## src/rtl/pong_pkg.sv

```systemverilog
// Shared button indices and paddle-direction encodings for the pong input block.
package pong_pkg;

   localparam int NUM_BTN    = 6;
   localparam int BTN_P1_UP  = 0;
   localparam int BTN_P1_DN  = 1;
   localparam int BTN_P1_SRV = 2;
   localparam int BTN_P2_UP  = 3;
   localparam int BTN_P2_DN  = 4;
   localparam int BTN_P2_SRV = 5;

   // Two-bit signed direction: +1 up, -1 down, 0 hold.
   typedef logic [1:0] dir_t;

   localparam dir_t DIR_UP   = 2'b01;
   localparam dir_t DIR_DN   = 2'b11;
   localparam dir_t DIR_HOLD = 2'b00;

   // Both-pressed and none-pressed cancel to hold.
   function automatic dir_t dir_sel(input logic up, input logic dn);
      case ({up, dn})
         2'b10:   return DIR_UP;
         2'b01:   return DIR_DN;
         default: return DIR_HOLD;
      endcase
   endfunction

endpackage

```

## src/rtl/pong_input_if.sv

```systemverilog
// Button/frame/serve signal bundle between the game core (master) and pong_input (slave).
interface pong_input_if;

   logic [5:0] btn_raw;
   logic       frame_tick;
   logic [1:0] srv_ack;
   logic [5:0] btn_lvl;
   logic [5:0] btn_rise;
   logic [1:0] p1_dir;
   logic [1:0] p2_dir;
   logic [1:0] srv_req;

   modport master (
      output btn_raw, frame_tick, srv_ack,
      input  btn_lvl, btn_rise, p1_dir, p2_dir, srv_req
   );

   modport slave (
      input  btn_raw, frame_tick, srv_ack,
      output btn_lvl, btn_rise, p1_dir, p2_dir, srv_req
   );

endinterface

```

## src/rtl/pong_debounce.sv

```systemverilog
// One button channel: optional 2-flop synchronizer (PONG_INPUT_SYNC_EN), counter debounce, rise pulse.
module pong_debounce #(
   parameter int DEB_BITS = 16
) (
   input  logic clk,
   input  logic rst,
   input  logic raw_i,
   output logic lvl_o,
   output logic rise_o
);

   localparam logic [DEB_BITS-1:0] CNT_TERM = {{(DEB_BITS-1){1'b1}}, 1'b0};
   localparam logic [DEB_BITS-1:0] CNT_ONE  = {{(DEB_BITS-1){1'b0}}, 1'b1};

   logic                din;
   logic [DEB_BITS-1:0] cnt_q, cnt_d;
   logic                lvl_q, lvl_d;
   logic                lvl_dly_q;
   logic                rise_q;

`ifdef PONG_INPUT_SYNC_EN
   logic sync1_q, sync2_q;

   always_ff @(posedge clk) begin
      if (rst) begin
         sync1_q <= 1'b0;
         sync2_q <= 1'b0;
      end else begin
         sync1_q <= raw_i;
         sync2_q <= sync1_q;
      end
   end

   assign din = sync2_q;
`else
   assign din = raw_i;
`endif

   // Any match restarts the count, so lvl only moves after an unbroken run of mismatches.
   always_comb begin
      cnt_d = cnt_q;
      lvl_d = lvl_q;
      if (din == lvl_q) begin
         cnt_d = '0;
      end else if (cnt_q == CNT_TERM) begin
         lvl_d = ~lvl_q;
         cnt_d = '0;
      end else begin
         cnt_d = cnt_q + CNT_ONE;
      end
   end

   always_ff @(posedge clk) begin
      if (rst) begin
         cnt_q     <= '0;
         lvl_q     <= 1'b0;
         lvl_dly_q <= 1'b0;
         rise_q    <= 1'b0;
      end else begin
         cnt_q     <= cnt_d;
         lvl_q     <= lvl_d;
         lvl_dly_q <= lvl_q;
         rise_q    <= lvl_q & ~lvl_dly_q;
      end
   end

   assign lvl_o  = lvl_q;
   assign rise_o = rise_q;

endmodule

```

## src/rtl/pong_input.sv

```systemverilog
// Pong controller front end: six debounced buttons, frame-latched paddle directions, sticky serves.
// Define PONG_INPUT_SYNC_EN to insert a 2-flop synchronizer ahead of each debounce channel.
module pong_input
   import pong_pkg::*;
#(
   parameter int DEB_BITS = 16
) (
   input  logic         clk,
   input  logic         rst,
   pong_input_if.slave  bus
);

   logic [NUM_BTN-1:0] lvl;
   logic [NUM_BTN-1:0] rise;

   for (genvar i = 0; i < NUM_BTN; i++) begin : g_ch
      pong_debounce #(.DEB_BITS(DEB_BITS)) u_deb (
         .clk    (clk),
         .rst    (rst),
         .raw_i  (bus.btn_raw[i]),
         .lvl_o  (lvl[i]),
         .rise_o (rise[i])
      );
   end

   dir_t       p1_dir_q, p1_dir_d;
   dir_t       p2_dir_q, p2_dir_d;
   logic [1:0] srv_q, srv_d;

   // A fresh serve press wins over an ack landing in the same cycle.
   always_comb begin
      p1_dir_d = p1_dir_q;
      p2_dir_d = p2_dir_q;
      if (bus.frame_tick) begin
         p1_dir_d = dir_sel(lvl[BTN_P1_UP], lvl[BTN_P1_DN]);
         p2_dir_d = dir_sel(lvl[BTN_P2_UP], lvl[BTN_P2_DN]);
      end
      srv_d[0] = rise[BTN_P1_SRV] | (srv_q[0] & ~bus.srv_ack[0]);
      srv_d[1] = rise[BTN_P2_SRV] | (srv_q[1] & ~bus.srv_ack[1]);
   end

   always_ff @(posedge clk) begin
      if (rst) begin
         p1_dir_q <= DIR_HOLD;
         p2_dir_q <= DIR_HOLD;
         srv_q    <= '0;
      end else begin
         p1_dir_q <= p1_dir_d;
         p2_dir_q <= p2_dir_d;
         srv_q    <= srv_d;
      end
   end

   assign bus.btn_lvl  = lvl;
   assign bus.btn_rise = rise;
   assign bus.p1_dir   = p1_dir_q;
   assign bus.p2_dir   = p2_dir_q;
   assign bus.srv_req  = srv_q;

endmodule

```

## src/flat_wrapper.sv

```systemverilog
// flat-port wrapper written by rule: the top's interface ports become plain ports
module pong_input_flat import pong_pkg::*;
#(
   parameter int DEB_BITS = 16
)
  (clk, rst, bus_btn_raw, bus_frame_tick, bus_srv_ack, bus_btn_lvl, bus_btn_rise, bus_p1_dir, bus_p2_dir, bus_srv_req);
  pong_input_if bus_i ();
  input  logic clk;
  input  logic rst;
  input wire logic [$bits(bus_i.btn_raw)-1:0] bus_btn_raw;
  input wire logic [$bits(bus_i.frame_tick)-1:0] bus_frame_tick;
  input wire logic [$bits(bus_i.srv_ack)-1:0] bus_srv_ack;
  output wire logic [$bits(bus_i.btn_lvl)-1:0] bus_btn_lvl;
  output wire logic [$bits(bus_i.btn_rise)-1:0] bus_btn_rise;
  output wire logic [$bits(bus_i.p1_dir)-1:0] bus_p1_dir;
  output wire logic [$bits(bus_i.p2_dir)-1:0] bus_p2_dir;
  output wire logic [$bits(bus_i.srv_req)-1:0] bus_srv_req;
  assign bus_i.btn_raw = bus_btn_raw;
  assign bus_i.frame_tick = bus_frame_tick;
  assign bus_i.srv_ack = bus_srv_ack;
  assign bus_btn_lvl = bus_i.btn_lvl;
  assign bus_btn_rise = bus_i.btn_rise;
  assign bus_p1_dir = bus_i.p1_dir;
  assign bus_p2_dir = bus_i.p2_dir;
  assign bus_srv_req = bus_i.srv_req;
  pong_input #(.DEB_BITS(DEB_BITS)) u_core (.clk(clk), .rst(rst), .bus(bus_i));
endmodule
```

## config.mk

```make
export PLATFORM = sky130hd
export DESIGN_NAME = pong_input_flat
export DESIGN_NICKNAME = d
export VERILOG_FILES = /design/src/rtl/pong_pkg.sv /design/src/rtl/pong_input_if.sv /design/src/rtl/pong_debounce.sv /design/src/rtl/pong_input.sv /design/src/flat_wrapper.sv
export SDC_FILE = /design/constraint.sdc
export NUM_CORES = 1
export LEC_CHECK = 0
export BUFFER_PORTS_ARGS = -buffer_cell sky130_fd_sc_hd__buf_2
export CAP_MARGIN = 10
export CORE_AREA = 2 2 93 95
export CTS_CLUSTER_DIAMETER = 150
export DETAILED_ROUTE_END_ITERATION = 8
export DIE_AREA = 0 0 95 97
export PLACE_DENSITY_LB_ADDON = 0.12
export RECOVER_POWER = 25
export SLEW_MARGIN = 20
export SYNTH_ARGS = -nofsm -noshare
export SYNTH_HDL_FRONTEND = slang
export SYNTH_HIERARCHICAL = 1
export SYNTH_SLANG_ARGS = --single-unit
```

## constraint.sdc

```tcl
create_clock -name clk -period 4.8 [get_ports clk]
set_input_delay 0.24 -clock clk [delete_from_list [all_inputs] [get_ports clk]]
set_output_delay 0.24 -clock clk [all_outputs]
set_load 0.03 [all_outputs]
```

==> impl_metrics.env, run 1 <==
export IMPL_post_route_drc_count=0
export IMPL_cts_buffers=17
export IMPL_grt_max_degree=25
export IMPL_drtPass1Iterations=4
export IMPL_hpwl_um=6130
export IMPL_status="finished clean"
export IMPL_setup_violations=0
export IMPL_syn_nets=584
export IMPL_clkSlewWorstSetupHoldPaths_ps=60
export IMPL_power_density_mw_per_mm2=373
export IMPL_final_util=0.722
export IMPL_tritoncts_num_sinks=120
export IMPL_io_buffer_count=28
export IMPL_crit_type="flip-flop to flip-flop"
export IMPL_track_usage=0.219
export IMPL_num_vias=3786
export IMPL_path_max_fanout=16
export IMPL_min_path_type="input port to flip-flop"
export IMPL_max_freq_mhz=536
export IMPL_clk_path_buf_depth=2
export IMPL_fin_crit_sh=0.388
export IMPL_endpoint_kind="flip-flop"
export IMPL_cp_cell_sequence="ha_1 -> nand3_1 -> nor4_2 -> or3_1 -> nor2_1"
export IMPL_die_x_um=95
export IMPL_yosysWarnings=6
export IMPL_fin_worst_skew_ps=10.5
export IMPL_cp_required_ps=5160
export IMPL_synth_compound_area_share=0.00672
export IMPL_nNetsFinal=620
export IMPL_fin_ws_ps=2940
export IMPL_drive_above_1_share=0.102
export IMPL_htreeDepth=4
export IMPL_ant_nets=0
export IMPL_syn_mean_instance_area_um2=9.33
export IMPL_ios=29
export IMPL_grt_pass1_wl_um=16100
export IMPL_startpoint_type="flip-flop"
export IMPL_r2r_cells=5
export IMPL_pre_cts_slack_ps=2960
export IMPL_yosysSeqAreaShare=0.461
export IMPL_cp_arrival_ps=2220
export IMPL_finalSetupTns_ps=0
export IMPL_syn_area_mm2=0.00522
export IMPL_grt_pass1_vias=3605
export IMPL_cp_top_family="simple AND/OR/NAND/NOR gates"
export IMPL_slew_headroom=0.635
export IMPL_synth_cell_type_count=21
export IMPL_tritoncts="done"
export IMPL_die_h_um=97
export IMPL_mostFrequentLayoutCells="dfxtp_1 (120), nor2_1 (112), xnor2_1 (78)"
export IMPL_p_total_w=0.00219
export IMPL_drv_cap=0
export IMPL_rr_startpoint="u_core/g_ch[1].u_deb/cnt_q[1]"
export IMPL_cpMaxStageDelayCell="or3_1"
export IMPL_whs_ps=63.8
export IMPL_via_per_inst=5.31
export IMPL_synth_cells=559
export IMPL_first_iter_violations=102
export IMPL_rr_endpoint="u_core/g_ch[1].u_deb/cnt_q[11]"
export IMPL_drv_slew=0
export IMPL_placementRows=33
export IMPL_hold_end="u_core/bus.p1_dir[0]"
export IMPL_cpPeakStageDelay_ps=510
export IMPL_synth_simple_area_share=0.287
export IMPL_root_buffer="clkbuf_8"
export IMPL_diodes=0
export IMPL_synth_adder_area_share=0.0336
export IMPL_min_from="bus_frame_tick"
export IMPL_place_gp_congestion=0.822
export IMPL_rsz0062_at_grt="no"
export IMPL_antenna_found_initial=0
export IMPL_synth_seq_cells=120
export IMPL_synthMuxAreaShare=0.0168
export IMPL_peakVddDrop_v=0.000277
export IMPL_tightest_slew_ps=548
export IMPL_r2r_setup_slack_ps=2940
export IMPL_dieArea_mm2=0.00922
export IMPL_syn_to_final_growth_pct=12.6
export IMPL_insertion_delay_ps=500
export IMPL_total_leakage_power_nw=1.90
export IMPL_postRouteWirelength_um=9100
export IMPL_finalHoldViolCount=0
export IMPL_core_mm2=0.00813
export IMPL_synth_top_family_by_area="simple AND/OR/NAND/NOR gates"
export IMPL_synthXorXnorAreaFrac=0.151
export IMPL_finalCriticalPeriod_ps=1860
export IMPL_min_path_cells=2
export IMPL_start_util=0.641
export IMPL_cp_num_buf_inv=0
export IMPL_drt_wirelength_per_cell_um=12.8
export IMPL_final_common_cell="dfxtp_1"
export IMPL_grt_ovfl_total=0
-- power breakdown --
part / switching, W / internal [W]
clock: 0.000450 / 0.000686
sequential: 0.0000104 / 0.00100
combinational: 0.0000266 / 0.0000141
-- Yosys cell counts --
master / n / share of area
nor4_1: 24 / 0.029
or3_1: 6 / 0.0072
nand2b_1: 2 / 0.0024
dfxtp_1: 120 / 0.46
nand3_1: 42 / 0.040
mux2_2: 6 / 0.013
nand4_4: 6 / 0.024
a21oi_1: 2 / 0.0019
ha_1: 14 / 0.034
buf_6: 13 / 0.028
a211oi_2: 2 / 0.0048
nor2_1: 112 / 0.081
nand4_1: 18 / 0.022
xor2_1: 12 / 0.020
mux2i_1: 2 / 0.0038
xnor2_1: 78 / 0.13
nor4_2: 6 / 0.014
inv_1: 22 / 0.016
nor2b_1: 18 / 0.022
nor3_1: 30 / 0.029
nand2_1: 24 / 0.017
-- stage by stage --
step / instances / area, um^2
detailed placement: 679 / 5340
global placement: 679 / 5340
CTS: 713 / 5900
floorplan: 559 / 5220
global route: 713 / 5870
finish: 713 / 5870
-- registers in the layout (all words and copies together) (netlist names) --
signal	flops
u_core/bus.p1_dir	2
u_core/bus.p2_dir	2
u_core/bus.srv_req	2
u_core/g_ch.u_deb/cnt_q	96
u_core/g_ch.u_deb/lvl_dly_q	6
u_core/g_ch.u_deb/lvl_o	6
u_core/g_ch.u_deb/rise_o	6
-- kinds of logic after synthesis --
kind of cell	after synthesis
simple gates	288
flops	120
buf+inv	35
mux	8
fa+ha+maj	14
xor+xnor	90
compound gates	4
-- worst reg2reg max path: stages, from the launching register on --
cell	delay (ps)
dfxtp_1	450
ha_1	190
nand3_1	90
nor4_2	360
or3_1	510
nor2_1	140
-- worst max-delay path by stage --
stage                                       start                             end  slack, ps  cells after the start
floorplan           u_core/g_ch[2].u_deb/cnt_q[0]  u_core/g_ch[2].u_deb/cnt_q[13]       3300                      8
global placement    u_core/g_ch[4].u_deb/cnt_q[1]  u_core/g_ch[4].u_deb/cnt_q[15]       3020                      5
detailed placement  u_core/g_ch[1].u_deb/cnt_q[1]   u_core/g_ch[1].u_deb/cnt_q[7]       2960                      5
CTS                 u_core/g_ch[1].u_deb/cnt_q[1]  u_core/g_ch[1].u_deb/cnt_q[11]       2920                      5
global route        u_core/g_ch[1].u_deb/cnt_q[1]  u_core/g_ch[1].u_deb/cnt_q[11]       2740                      5
finish              u_core/g_ch[1].u_deb/cnt_q[1]  u_core/g_ch[1].u_deb/cnt_q[11]       2940                      5
-- routing by layer --
metal / share of wire / wire (um) / GRT usage / up-vias
met3: 0.038 / 349 / 0.0623 / 8
met2: 0.47 / 4270 / 0.342 / 63
met1: 0.48 / 4380 / 0.289 / 1760
met5: 0 / 0 / 0 / -
met4: 0.011 / 103 / 0.0769 / 0
li1: - / - / - / 1955
-- cell type report --
type / instances / area, um^2
multi-input cells: 404 / 2570
flip-flops and latches: 120 / 2400
fillers: 647 / 2260
clock buffers: 17 / 414
repair buffers: 30 / 140
well taps: 105 / 131
clock inverters: 15 / 128
inverters: 22 / 82.6
-- repair_timing --
action	4_1_cts	5_1_grt
setup buffers	0	0
endpoints found under the hold margin	2	0
gates resized for setup	0	0
hold buffers	2	0
(Power assumes the default switching activity.)
==> run 2, diff against run 1 <==
Settings changed: CORE_AREA 2 2 93 95 to 2 2 97 99, DIE_AREA 0 0 95 97 to 0 0 99 101.
Clock period 4.8 ns to 1.9 ns, I/O delays scaled along.
==> run 2 against run 1 <==
  * Wire length decreased by 1.3%
  * Clock power rose to 2.7 times the previous value
  * Critical path type unchanged
  * Sequential power increased to 2.5 times the previous value
  * Largest cell class unchanged
==> impl_metrics.env, run 2 (synthesized netlist as in run 1, its figures left out) <==
export IMPL_status="finished clean"
export IMPL_grt_max_degree=25
export IMPL_fin_worst_skew_ps=9.77
export IMPL_insertion_delay_ps=500
export IMPL_whs_ps=41.4
export IMPL_setup_violations=0
export IMPL_drv_slew=0
export IMPL_path_max_fanout=16
export IMPL_power_density_mw_per_mm2=946
export IMPL_fin_crit_sh=0.864
export IMPL_io_buffer_count=28
export IMPL_finalCriticalPeriod_ps=1640
export IMPL_dieArea_mm2=0.0100
export IMPL_syn_to_final_growth_pct=16.9
export IMPL_grt_pass1_vias=3666
export IMPL_antenna_found_initial=0
export IMPL_postRouteWirelength_um=8990
export IMPL_clkSlewWorstSetupHoldPaths_ps=60
export IMPL_start_util=0.581
export IMPL_seqCellArea_mm2=0.00240
export IMPL_core_mm2=0.00898
export IMPL_endpoint_kind="flip-flop"
export IMPL_place_inst=700
export IMPL_multiInputGateArea_mm2=0.00257
export IMPL_tritoncts_num_sinks=120
export IMPL_finalSetupTns_ps=0
export IMPL_root_buffer="clkbuf_8"
export IMPL_drt_wirelength_per_cell_um=12.2
export IMPL_p_total_w=0.00577
export IMPL_track_usage=0.197
export IMPL_tritoncts="done"
export IMPL_mostFrequentLayoutCells="dfxtp_1 (120), nor2_1 (112), xnor2_1 (78)"
export IMPL_max_freq_mhz=609
export IMPL_placementRows=35
export IMPL_min_path_type="input port to flip-flop"
export IMPL_cp_arrival_ps=2020
export IMPL_via_per_inst=5.19
export IMPL_rsz0062_at_grt="no"
export IMPL_grt_ovfl_total=0
export IMPL_cts_buffers=17
export IMPL_hpwl_um=6100
export IMPL_place_area_mm2=0.00546
export IMPL_drtPass1Iterations=4
export IMPL_peakVddDrop_v=0.000720
export IMPL_startpoint_type="flip-flop"
export IMPL_finalHoldViolCount=0
export IMPL_drv_cap=0
export IMPL_die_h_um=101
export IMPL_drive_above_1_share=0.118
export IMPL_ant_nets=0
export IMPL_total_leakage_power_nw=2.02
export IMPL_tightest_slew_ps=479
export IMPL_crit_type="flip-flop to flip-flop"
export IMPL_die_x_um=99
export IMPL_final_cell_area_mm2=0.00610
export IMPL_nNetsFinal=642
export IMPL_cp_required_ps=2280
export IMPL_post_route_drc_count=0
export IMPL_cts_resized=0
export IMPL_diodes=0
export IMPL_final_common_cell="dfxtp_1"
export IMPL_layout_cells_non_filler=739
export IMPL_clk_path_buf_depth=2
export IMPL_grt_pass1_wl_um=16200
export IMPL_num_vias=3837
export IMPL_htreeDepth=4
export IMPL_num_fill_cells=737
export IMPL_top_register="u_core/g_ch.u_deb/cnt_q"
export IMPL_place_gp_congestion=0.811
export IMPL_largest_reg_flops=96
export IMPL_ios=29
export IMPL_first_iter_violations=91
export IMPL_slew_headroom=0.680
run 2: metal layers:
metal	vias to the layer above	share of wire	GRT usage	wire, um
met5	-	0	0	0
met3	12	0.028	0.0541	249
met1	1787	0.49	0.249	4360
met2	39	0.48	0.326	4270
met4	0	0.011	0.0685	101
li1	1999	-	-	-
run 2: layout make-up:
type / count / area share
repair buffers: 52 / 0.0529
inverters: 22 / 0.0135
clock buffers: 23 / 0.0798
well taps: 111 / 0.0228
clock inverters: 7 / 0.0150
multi-input cells: 404 / 0.422
flip-flops and latches: 120 / 0.394
run 2: worst max-delay path: stages (launching register included):
cell and delay, ps:
dfxtp_1 450, ha_1 200, nand3_1 90, nor4_2 350, or3_1 150, buf_4 210, nor2_1 70
run 2: final timing paths:
| path | from | to | slack [ps] | cells after the start |
|---|---|---|---|---|
| setup / recovery | u_core/g_ch[2].u_deb/cnt_q[1] | u_core/g_ch[2].u_deb/cnt_q[13] | 260 | 6 |
| hold / removal | rst | u_core/bus.p1_dir[1] | 40 | 2 |
| setup reg to reg | u_core/g_ch[2].u_deb/cnt_q[1] | u_core/g_ch[2].u_deb/cnt_q[13] | 260 | 6 |
| hold reg to reg | u_core/g_ch[5].u_deb/lvl_dly_q | u_core/g_ch[5].u_deb/rise_o | 380 | 1 |
run 2: timing repair:
item / CTS / global route
hold buffers: 9 / 0
hold endpoints to repair: 11 / 0
buffers inserted: 0 / 0
run 2: through the flow:
step	worst slack [ps]	utilization
6_report	259	0.679
5_1_grt	142	0.679
4_1_cts	264	0.683
3_5_place_dp	268	0.608
3_3_place_gp	323	0.608
2_1_floorplan	400	-
run 2: report_power, final:
group	leakage, nW	internal, W	switching (W)
logic	0.767	0.0000619	0.0000792
registers	0.968	0.00253	0.0000203
clock network	0.286	0.00202	0.00106
total	2.02	0.00462	0.00116
==> run 3, diff against run 2 <==
Settings changed: BUFFER_PORTS_ARGS -buffer_cell sky130_fd_sc_hd__buf_2 to default, CORE_AREA 2 2 97 99 to 2 2 94 96, DIE_AREA 0 0 99 101 to 0 0 96 98, DONT_BUFFER_PORTS from default to 1.
==> run 3 against run 2 <==
  * Combinational power decreased by 18%
  * Maximum frequency shrank 1.1%
  * Die area is 5.9% lower
  * Largest power group unchanged
  * Power hardly changed
  * Non-clock buffer count fell by 27
  * Clock-buffer cell count down 1
  * Clock skew is 2.7 ps lower
  * Via count decreased by 2.9%
==> impl_metrics.env, run 3 (synthesized netlist as in run 1, its figures left out) <==
export IMPL_status="finished clean"
export IMPL_first_iter_violations=88
export IMPL_drv_cap=0
export IMPL_num_vias=3727
export IMPL_cp_arrival_ps=2040
export IMPL_slew_headroom=0.386
export IMPL_whs_ps=23.7
export IMPL_top_register="u_core/g_ch.u_deb/cnt_q"
export IMPL_cp_num_buf_inv=1
export IMPL_hpwl_um=6030
export IMPL_grt_ovfl_total=0
export IMPL_dieArea_mm2=0.00941
export IMPL_grt_pass1_vias=3623
export IMPL_finalHoldViolCount=0
export IMPL_track_usage=0.211
export IMPL_final_util=0.705
export IMPL_syn_to_final_growth_pct=14.4
export IMPL_placementRows=34
export IMPL_root_buffer="clkbuf_8"
export IMPL_drt_wirelength_per_cell_um=12.8
export IMPL_post_route_drc_count=0
export IMPL_diodes=0
export IMPL_tritoncts_num_sinks=120
export IMPL_crit_type="flip-flop to flip-flop"
export IMPL_place_gp_congestion=0.823
export IMPL_cp_top_family="simple AND/OR/NAND/NOR gates"
export IMPL_peakVddDrop_v=0.000843
export IMPL_startpoint_type="flip-flop"
export IMPL_finalCriticalPeriod_ps=1660
export IMPL_cpPeakStageDelay_ps=470
export IMPL_tightest_slew_ps=917
export IMPL_p_total_w=0.00577
export IMPL_drv_slew=0
export IMPL_clk_path_buf_depth=2
export IMPL_cts_resized=0
export IMPL_antenna_found_initial=0
export IMPL_finalSetupTns_ps=0
export IMPL_drtPass1Iterations=5
export IMPL_min_path_type="input port to flip-flop"
export IMPL_mostFrequentLayoutCells="dfxtp_1 (120), nor2_1 (112), xnor2_1 (78)"
export IMPL_ios=29
export IMPL_drive_above_1_share=0.0945
export IMPL_total_leakage_power_nw=1.94
export IMPL_fin_crit_sh=0.874
export IMPL_die_h_um=98
export IMPL_start_util=0.616
export IMPL_htreeDepth=4
export IMPL_setup_violations=0
export IMPL_max_freq_mhz=602
export IMPL_tritoncts="done"
export IMPL_cp_required_ps=2280
export IMPL_endpoint_kind="flip-flop"
export IMPL_cp_cell_sequence="ha_1 -> nand3_1 -> nor4_2 -> or3_1 -> buf_4 -> nor2_1"
export IMPL_grt_max_degree=25
export IMPL_cts_buffers=17
export IMPL_largest_reg_flops=96
export IMPL_core_mm2=0.00847
export IMPL_die_x_um=96
export IMPL_nNetsFinal=615
export IMPL_cts_setup_buffers=0
export IMPL_insertion_delay_ps=500
export IMPL_postRouteWirelength_um=9080
export IMPL_cpMaxStageDelayCell="dfxtp_1"
export IMPL_rsz0062_at_grt="no"
export IMPL_grt_pass1_wl_um=15900
export IMPL_via_per_inst=5.24
export IMPL_power_density_mw_per_mm2=967
export IMPL_path_max_fanout=16
export IMPL_fin_worst_skew_ps=7.12
export IMPL_final_common_cell="dfxtp_1"
export IMPL_io_buffer_count=0
export IMPL_clkSlewWorstSetupHoldPaths_ps=50
export IMPL_ant_nets=0
==> run 3: changes by cell type in the layout (fill, tap and decap cells not counted) <==
cell and change:
clkbuf_8 -3, buf_4 -5, clkbuf_1 -9, clkinvlp_4 -1, clkinv_2 +4, buf_2 -12
bufinv_16 +1, inv_6 -1, dlygate4sd3_1 +1
==> run 3: through the flow <==
stage          worst slack (ps)  instance area [um^2]  instances
3_3_place_gp                305                  5320        669
3_5_place_dp                285                  5320        669
4_1_cts                     257                  6000        711
5_1_grt                     133                  5970        711
6_report                    240                  5970        711
2_1_floorplan               400                  5220        559
==> run 3: power breakdown <==
part	internal (W)	leakage, nW	switching [W]	total [W]
Clock	0.00205	0.292	0.00104	0.00309
Combinational	0.0000502	0.684	0.0000651	0.000115
Sequential	0.00253	0.968	0.0000293	0.00256
==> run 3: repair_timing <==
item                       4_1_cts  5_1_grt
setup endpoints to repair        0        0
hold endpoints to repair       118        0
hold buffers                    10        0
==> run 3: worst reg2reg max path, delay by kind of cell, from the launching register on <==
family / cells / cell delay, ps
and+or+nand+nor: 4 / 650
buffers and inverters: 1 / 210
adders and majority gates: 1 / 220
DFF: 1 / 470
==> run 3: final timing paths <==
kind	from	to	slack, ps	cells after the start
min reg2reg	u_core/g_ch[4].u_deb/lvl_dly_q	u_core/g_ch[4].u_deb/rise_o	380	1
max reg2reg	u_core/g_ch[4].u_deb/cnt_q[1]	u_core/g_ch[4].u_deb/cnt_q[15]	240	6
max	u_core/g_ch[4].u_deb/cnt_q[1]	u_core/g_ch[4].u_deb/cnt_q[15]	240	6
min	bus_btn_raw[2]	u_core/g_ch[2].u_deb/cnt_q[5]	20	4
==> run 3: routing by layer <==
| layer | up-vias | wire length [um] | track usage |
|---|---|---|---|
| met5 | - | 0 | 0 |
| met4 | 0 | 63 | 0.0780 |
| met3 | 4 | 343 | 0.0602 |
| met2 | 52 | 4390 | 0.329 |
| met1 | 1727 | 4290 | 0.277 |
| li1 | 1944 | - | - |
==> run 3: final cells by class <==
type                            count  area [um^2]
Clock inverter                     10          125
Clock buffer                       22          453
Fill cell                         672         2500
Sequential cell                   120         2400
Multi-Input combinational cell    404         2570
Timing Repair Buffer               25          194
Tap cell                          108          135
Inverter                           22         82.6
